## src/rtl/fifo_rd_ctrl_if.sv

```systemverilog
// Handshake bundle between fifo_rd_ctrl, its sync FIFO and the downstream sink.
// slave = controller side, master = environment side.
interface fifo_rd_ctrl_if #(
  parameter int WIDTH = 4,
  parameter int DEPTH = 16
);
  localparam int LW = $clog2(DEPTH) + 1;

  logic             start_i;
  logic [LW-1:0]    len_i;
  logic             fifo_empty_i;
  logic [WIDTH-1:0] fifo_rdata_i;
  logic             fifo_rd_en_o;
  logic             m_valid_o;
  logic [WIDTH-1:0] m_data_o;
  logic             m_ready_i;
  logic             busy_o;
  logic             done_o;

  modport slave (
    input  start_i, len_i, fifo_empty_i, fifo_rdata_i, m_ready_i,
    output fifo_rd_en_o, m_valid_o, m_data_o, busy_o, done_o
  );

  modport master (
    output start_i, len_i, fifo_empty_i, fifo_rdata_i, m_ready_i,
    input  fifo_rd_en_o, m_valid_o, m_data_o, busy_o, done_o
  );
endinterface

```

## src/rtl/fifo_rd_ctrl.sv

```systemverilog
// Drains len_i words from a sync FIFO into a valid/ready stream via a 2-entry skid buffer.
// Optional FIFO_RD_CTRL_CNT_EN adds rd_count_o, a 16-bit wrapping count of transfers.
module fifo_rd_ctrl #(
  parameter int WIDTH = 4,
  parameter int DEPTH = 16
) (
  input  logic           clk_i,
  input  logic           rst_i,
  fifo_rd_ctrl_if.slave  bus
`ifdef FIFO_RD_CTRL_CNT_EN
  ,
  output logic [15:0]    rd_count_o
`endif
);
  localparam int LW = $clog2(DEPTH) + 1;

  typedef enum logic [1:0] {IDLE, BUSY, DONE} state_e;

  state_e           state_q, state_d;
  logic [LW-1:0]    issue_cnt_q, issue_cnt_d;
  logic [LW-1:0]    xfer_cnt_q, xfer_cnt_d;
  logic [1:0]       count_q;
  logic             wr_ptr_q, rd_ptr_q, inflight_q;
  logic [WIDTH-1:0] buf_q [2];
  logic [1:0]       occ;
  logic             rd_en, xfer, m_valid, busy, done;

  // A word arriving this cycle is already presented, so its slot counts as occupied.
  assign occ     = count_q + {1'b0, inflight_q};
  assign rd_en   = (state_q == BUSY) && !bus.fifo_empty_i && (issue_cnt_q != '0) && (occ < 2'd2);
  assign m_valid = (count_q != 2'd0) || inflight_q;
  assign xfer    = m_valid && bus.m_ready_i;

  assign bus.fifo_rd_en_o = rd_en;
  assign bus.m_valid_o    = m_valid;
  assign bus.m_data_o     = !m_valid ? '0 : ((count_q != 2'd0) ? buf_q[rd_ptr_q] : bus.fifo_rdata_i);
  assign bus.busy_o       = busy;
  assign bus.done_o       = done;

  always_ff @(posedge clk_i or posedge rst_i) begin
    if (rst_i) begin
      state_q     <= IDLE;
      issue_cnt_q <= '0;
      xfer_cnt_q  <= '0;
    end else begin
      state_q     <= state_d;
      issue_cnt_q <= issue_cnt_d;
      xfer_cnt_q  <= xfer_cnt_d;
    end
  end

  always_comb begin
    state_d     = state_q;
    issue_cnt_d = issue_cnt_q;
    xfer_cnt_d  = xfer_cnt_q;
    busy        = 1'b0;
    done        = 1'b0;
    unique case (state_q)
      IDLE: begin
        if (bus.start_i) begin
          if (bus.len_i != '0) begin
            state_d     = BUSY;
            issue_cnt_d = bus.len_i;
            xfer_cnt_d  = bus.len_i;
          end else begin
            state_d = DONE;
          end
        end
      end
      BUSY: begin
        busy = 1'b1;
        if (rd_en && (issue_cnt_q != '0)) issue_cnt_d = issue_cnt_q - LW'(1);
        if (xfer && (xfer_cnt_q != '0))   xfer_cnt_d  = xfer_cnt_q - LW'(1);
        if (xfer_cnt_q == '0)             state_d     = DONE;
      end
      DONE: begin
        done    = 1'b1;
        state_d = IDLE;
      end
      default: state_d = IDLE;
    endcase
  end

  // Every returning word is written at wr_ptr; a word consumed on arrival advances both pointers.
  always_ff @(posedge clk_i or posedge rst_i) begin
    if (rst_i) begin
      count_q    <= 2'd0;
      wr_ptr_q   <= 1'b0;
      rd_ptr_q   <= 1'b0;
      inflight_q <= 1'b0;
    end else begin
      inflight_q <= rd_en;
      count_q    <= occ - {1'b0, xfer};
      if (inflight_q) wr_ptr_q <= ~wr_ptr_q;
      if (xfer)       rd_ptr_q <= ~rd_ptr_q;
    end
  end

  for (genvar gi = 0; gi < 2; gi++) begin : g_buf
    always_ff @(posedge clk_i or posedge rst_i) begin
      if (rst_i) begin
        buf_q[gi] <= '0;
      end else if (inflight_q && (wr_ptr_q == 1'(gi))) begin
        buf_q[gi] <= bus.fifo_rdata_i;
      end
    end
  end

`ifdef FIFO_RD_CTRL_CNT_EN
  logic [15:0] rd_count_q;

  always_ff @(posedge clk_i or posedge rst_i) begin
    if (rst_i)     rd_count_q <= 16'd0;
    else if (xfer) rd_count_q <= rd_count_q + 16'd1;
  end

  assign rd_count_o = rd_count_q;
`endif
endmodule

```

## src/flat_wrapper.sv

```systemverilog
// flat-port wrapper written by rule: the top's interface ports become plain ports
module fifo_rd_ctrl_flat 
#(
  parameter int WIDTH = 4,
  parameter int DEPTH = 16
)
  (clk_i, rst_i, bus_start_i, bus_len_i, bus_fifo_empty_i, bus_fifo_rdata_i, bus_m_ready_i, bus_fifo_rd_en_o, bus_m_valid_o, bus_m_data_o, bus_busy_o, bus_done_o);
  fifo_rd_ctrl_if #(.WIDTH(WIDTH), .DEPTH(DEPTH)) bus_i ();
  input  logic clk_i;
  input  logic rst_i;
  input wire logic [$bits(bus_i.start_i)-1:0] bus_start_i;
  input wire logic [$bits(bus_i.len_i)-1:0] bus_len_i;
  input wire logic [$bits(bus_i.fifo_empty_i)-1:0] bus_fifo_empty_i;
  input wire logic [$bits(bus_i.fifo_rdata_i)-1:0] bus_fifo_rdata_i;
  input wire logic [$bits(bus_i.m_ready_i)-1:0] bus_m_ready_i;
  output wire logic [$bits(bus_i.fifo_rd_en_o)-1:0] bus_fifo_rd_en_o;
  output wire logic [$bits(bus_i.m_valid_o)-1:0] bus_m_valid_o;
  output wire logic [$bits(bus_i.m_data_o)-1:0] bus_m_data_o;
  output wire logic [$bits(bus_i.busy_o)-1:0] bus_busy_o;
  output wire logic [$bits(bus_i.done_o)-1:0] bus_done_o;
  assign bus_i.start_i = bus_start_i;
  assign bus_i.len_i = bus_len_i;
  assign bus_i.fifo_empty_i = bus_fifo_empty_i;
  assign bus_i.fifo_rdata_i = bus_fifo_rdata_i;
  assign bus_i.m_ready_i = bus_m_ready_i;
  assign bus_fifo_rd_en_o = bus_i.fifo_rd_en_o;
  assign bus_m_valid_o = bus_i.m_valid_o;
  assign bus_m_data_o = bus_i.m_data_o;
  assign bus_busy_o = bus_i.busy_o;
  assign bus_done_o = bus_i.done_o;
  fifo_rd_ctrl #(.WIDTH(WIDTH), .DEPTH(DEPTH)) u_core (.clk_i(clk_i), .rst_i(rst_i), .bus(bus_i));
endmodule
```

## config.mk

```make
export PLATFORM = sky130hd
export DESIGN_NAME = fifo_rd_ctrl_flat
export DESIGN_NICKNAME = d
export VERILOG_FILES = /design/src/rtl/fifo_rd_ctrl_if.sv /design/src/rtl/fifo_rd_ctrl.sv /design/src/flat_wrapper.sv
export SDC_FILE = /design/constraint.sdc
export NUM_CORES = 1
export LEC_CHECK = 0
export CAP_MARGIN = 25
export CORE_UTILIZATION = 56
export DETAILED_ROUTE_END_ITERATION = 8
export PLACE_DENSITY = 0.92
export SYNTH_ARGS = -nofsm -noshare
export SYNTH_HDL_FRONTEND = slang
export SYNTH_SLANG_ARGS = --single-unit
```

## constraint.sdc

```tcl
create_clock -name clk_i -period 3.45 [get_ports clk_i]
set_input_delay 0.8625 -clock clk_i [delete_from_list [all_inputs] [get_ports clk_i]]
set_output_delay 0.8625 -clock clk_i [all_outputs]
set_load 0.1 [all_outputs]
```

# Word-level counts from Yosys, hierarchy flattened
# Cells that the tools add are included.
dict set report classes {
  div_mod_pow 0
  n_lt_le_gt_ge 2
  bitwise_logic 3
  n_addsub 4
  eq_ne 7
  n_reduce_logical 20
  n_mul 0
  mux 17
  n_shift 0
}
# cell count
set op_table {}
lappend op_table {{$mux W4} 5}
lappend op_table {{$mux W5} 4}
lappend op_table {{$pmux W5 S2} 2}
lappend op_table {{$reduce_bool A5 Y1} 3}
lappend op_table {{$sub A5 B1 Y5 const B} 2}
lappend op_table {{$logic_and A1 B1 Y1} 8}
lappend op_table {{$ne A2 B2 Y1 const B} 4}
lappend op_table {{$reduce_and A4 Y1} 2}
lappend op_table {{$mux W2} 3}
lappend op_table {{$logic_not A5 Y1} 1}
lappend op_table {{$pmux W2 S2} 1}
lappend op_table {{$reduce_bool A2 Y1} 2}
lappend op_table {{$add A2 B1 Y2} 1}
lappend op_table {{$eq A2 B1 Y1 const B} 1}
lappend op_table {{$eq A2 B2 Y1 const B} 1}
lappend op_table {{$ge A2 B2 Y1 const B} 1}
lappend op_table {{$logic_not A2 Y1} 1}
lappend op_table {{$lt A2 B2 Y1 const B} 1}
lappend op_table {{$mux W1} 2}
lappend op_table {{$ne A2 B1 Y1 const B} 1}
lappend op_table {{$not A1 Y1} 2}
lappend op_table {{$not A1 Y2} 1}
lappend op_table {{$reduce_and A2 Y1} 1}
lappend op_table {{$sub A2 B1 Y2} 1}
lappend op_table {{2 further kinds} 2}
dict set report totals {
  mem_count 0
  reg_bits 25
  mem_bits_ro 0
  latchBits 0
  in_bits 14
  ramBits 0
}

# Depth between registers and ports, before layout
dict set report depth {
  ltp_word 7
  depth_mapped 7
}

# Worst setup path before layout
# Ideal clock, no wire load.
dict set report synth_timing {
  path_kind {register to output}
  start {register u_core.rd_ptr_q}
  end {output bus_m_data_o[0]}
  stages_incl_launch_ff 4
  required_time_ns 2.588
  slack_ns -0.187
  path_buffers 1
  arrival_time_ns 2.774
  cell_sequence {dfrtp_1 -> clkbuf_1 -> mux2i_1 -> o21ai_0}
}
dict set report synth_via {
  elab_chain_len 6
}
# item line_no
set synth_lines {}
lappend synth_lines {{from (decl)} fifo_rd_ctrl.sv:23} ;# logic wr_ptr_q, rd_ptr_q, inflight_q;
lappend synth_lines {{from (signal assigned)} fifo_rd_ctrl.sv:95} ;# if (xfer) rd_ptr_q <= ~rd_ptr_q;
lappend synth_lines {{$not A1 Y2 (implied by the code)} fifo_rd_ctrl.sv:36} ;# assign bus.m_data_o = !m_valid ? '0 : ((count_q != 2'd0) ? buf_q[rd_ptr_q] : bus.fifo_rdata_i);
lappend synth_lines {{$mux W4 (implied by the code) (3 in series)} fifo_rd_ctrl.sv:36}
lappend synth_lines {{$mux W4 (2 in series)} fifo_rd_ctrl.sv:36}
lappend synth_lines {{to (decl)} flat_wrapper.sv:18} ;# output wire logic [$bits(bus_i.m_data_o)-1:0] bus_m_data_o;
# No other way between the ends. The select of a mux whose other input is x is not followed.

# Worst setup path after layout
dict set report layout_timing {
  start {register u_core.state_q[0]}
  end {output bus_fifo_rd_en_o}
}
dict set report layout_via {
  elab_chain_len 4
}
# item line_no
set layout_lines {}
lappend layout_lines {{from (decl)} fifo_rd_ctrl.sv:19} ;# state_e state_q, state_d;
lappend layout_lines {{from (signal assigned)} fifo_rd_ctrl.sv:46} ;# state_q <= state_d;
lappend layout_lines {{$eq A2 B1 Y1} fifo_rd_ctrl.sv:30} ;# assign rd_en = (state_q == BUSY) && !bus.fifo_empty_i && (issue_cnt_q != '0) && (occ < 2'd2);
lappend layout_lines {{$logic_and A1 B1 Y1 (3 in series)} fifo_rd_ctrl.sv:30}
lappend layout_lines {{to (decl)} flat_wrapper.sv:16} ;# output wire logic [$bits(bus_i.fifo_rd_en_o)-1:0] bus_fifo_rd_en_o;
# No other way between the ends.

==> metrics.md <==
| Metric | Value |
|---|---|
| Status | finished, final reports clean |
| Hold WC Path Type | register to register |
| Worst setup EP type | output port |
| Die H | 51.6 um |
| Post-Route WL | 2.97 mm |
| Antenna cell count | 0 |
| Fmax | 319 MHz |
| Fin nets | 182 |
| Final Hold Viols | 0 |
| Largest family of logic cells by synthesized area | simple AND/OR/NAND/NOR gates |
| All-Layer GR Usage | 26.7% |
| Final min period | 3140 ps |
| Crit path max-delay cell type | or4_1 |
| Critical Path AT | 2270 ps |
| Max-cap viol count | 0 |
| Crit Path Category | register to output port |
| CTS tree | built |
| Util after Layout | 74.2% |
| Post-CTS setup buffer count | 0 |
| DRT antenna net count | 0 |
| Worst Tran Pin Value | 583 ps |
| Reg2reg setup slack | 1250 ps |
| Max Slew Vio Count | 0 |
| H-tree Lvls | 1 |
| Vias in the first global route | 1213 |
| Yosys warnings | 0 |
| Worst path required time | 2590 ps |
| CP Launch Type | register |
| Clk Latency, worst-skew pair | 320 ps |
| TNS Setup | 0 ps |
| Post-route DRC | 0 |
| First-pass GRT wire length | 5.26 mm |
| Number of flops mapped to enable cells by yosys | 0 |
| Iteration-0 DRC count of the detailed router | 15 |
| Post-Synthesis Cells | 143 |
| Root buf cell | clkbuf_4 |
| DIE AREA | 0.00266 mm2 |
| Clock skew | 7.34 ps |
| GP Congestion | 0.917 |
| Area delta synth->final | 22.4% |
| Critical path's largest stage delay | 690 ps |
| Worst-path fanout max | 13 |
| Core area | 0.00228 mm2 |
| Syn_area_per_cell | 9.64 um2 |
| Via density per instance | 5.99 |
| CTS Buf Count | 3 |
| Share of layout cells above drive strength 1 | 12.3% |
| Cell variety after synth | 41 |
| Compound-gate portion of the synthesized area | 15.6% |
| DR vias | 1144 |
| Hold path start | u_core.buf_q[6] |
| Seq cells post-synth | 25 |
| Clock sinks | 25 |
| Period utilization | 90.9% |
| Sequential share of the synthesized area | 45.4% |
| Grt total ovfl | 0 |
| Synth Area in Simple Gates | 17.3% |
| Worst relative slew slack | 60.8% |
| Die W | 51.6 um |
| Post-synth ARST share | 100% |
| RSZ-0062 raised after global routing | no |
| R2R Path Start | u_core.state_q[0] |
| Largest net degree at the start of global routing | 26 |
| Proportion of synthesized area in mux cells | 9.07% |
| FP Rows | 17 |
| Post-CTS Hold Buffers | 0 |
| Synth Area in XOR/XNOR | 2.54% |
| # port buffers | 21 |
| Hold path cells | 2 |
| Max Buffers Root-to-Sink | 2 |
| Clock transition at the registers of the reported paths | 140 ps |
| # IOs | 22 |
| Post-CTS sizing | 0 |
| R2r endpoint | u_core.issue_cnt_q[4] |
| Hold Path Sink | u_core.buf_q[6] |
| Initial core utilization | 60.6% |
| Number of iterations in the first detailed-routing pass | 4 |
| Placed wire-length estimate | 2.29 mm |
| Initial antenna violation count | 0 |
| Worst Reg-to-Reg Cells | 4 |
| Final setup violation count | 0 |
| Top_reg_cell synth | dfrtp_1 |
| Post-Syn Area | 0.00138 mm2 |
| Post-synthesis adder-cell area fraction | 3.63% |
| Syn_nets | 161 |
| Drt wl/cell | 15.5 um |
| Critical path, cell by cell | nand2b_1 -> or4_1 -> inv_1 -> buf_12 |
cell families (layout without fill, tap and decap cells):
| family | after synthesis | count (layout) |
|---|---|---|
| multiplexers | 12 | 12 |
| XOR/XNOR | 4 | 4 |
| flip-flops | 25 | 25 |
| adder cells (fa/ha/maj) | 4 | 4 |
| buffers and inverters | 20 | 40 |
| AND/OR/NAND/NOR | 47 | 47 |
| AO/OA/AOI/OAI | 31 | 31 |
area by class of cell:
class                      count  area [um2]
clock inverter                 1        7.51
fill                         157         588
tap                           28        35.0
clock buffer                   3        22.5
inverter                      14        52.6
sequential                    25         626
timing repair buffer          22         280
multi-input combinational     98         664
metrics by stage:
stage	hold slack [ps]	instance area (um2)	cells	setup WS, ps
floorplan	445	1380	143	470
global placement	458	1630	186	374
detailed placement	481	1630	186	335
CTS	510	1660	190	309
global route	534	1690	191	195
finish	505	1690	191	314
registers in the layout, indices dropped and copies added (netlist names):
signal              cells
u_core.rd_ptr_q         1
u_core.state_q          2
u_core.wr_ptr_q         1
u_core.xfer_cnt_q       5
u_core.issue_cnt_q      5
u_core.buf_q            8
u_core.inflight_q       1
u_core.count_q          2
routing by layer:
metal | global-route usage [%] | wire (um) | vias up
met5 | 0 | 0 | -
met4 | 11.3 | 64 | 0
met3 | 2.05 | 107 | 8
met2 | 46.3 | 1530 | 33
met1 | 34.3 | 1260 | 560
li1 | - | - | 543
placed cells by master (no fill, tap or decap), types with 3 or more instances in the layout:
cell type	instances
o21ai_1	4
ha_1	4
xor2_1	3
o211ai_1	3
clkbuf_4	3
buf_4	3
nor3_1	3
inv_1	14
nor2_1	8
buf_12	5
mux2_2	4
mux2i_1	8
dfrtp_1	25
nand2_1	15
a21oi_1	5
clkdlybuf4s50_1	13
nand3_1	5
o21ai_0	4
critical path, delay by kind of cell, from the launching register on:
kind	cells	cell delay, ps
buf+inv	2	360
simple gates	2	990
flops	1	600
Yosys cell counts, types with 3 or more instances:
cell type,n,area [um2]
o21ai_0,8,40.0
nand2_1,15,56.3
nor3_1,3,15.0
dfrtp_1,25,626
o211ai_1,3,22.5
nor2_1,8,30.0
inv_1,14,52.6
a21oi_1,5,25.0
mux2i_1,8,80.1
ha_1,4,50.1
xor2_1,3,26.3
mux2_2,4,45.0
nand3_1,5,25.0
how the worst max path moves through the flow:
stage               depth (start not counted)               end  slack, ps              start
floorplan                                   3  bus_fifo_rd_en_o        470   bus_fifo_empty_i
global route                                4  bus_fifo_rd_en_o        190  u_core.state_q[0]
CTS                                         4  bus_fifo_rd_en_o        310  u_core.state_q[0]
detailed placement                          4  bus_fifo_rd_en_o        340   bus_fifo_empty_i
global placement                            4  bus_fifo_rd_en_o        370   bus_fifo_empty_i
finish                                      4  bus_fifo_rd_en_o        310  u_core.state_q[0]
Power is left out: the tool's default activity adds up to more than one toggle a clock period on the data nets, which glitch-free logic cannot reach.
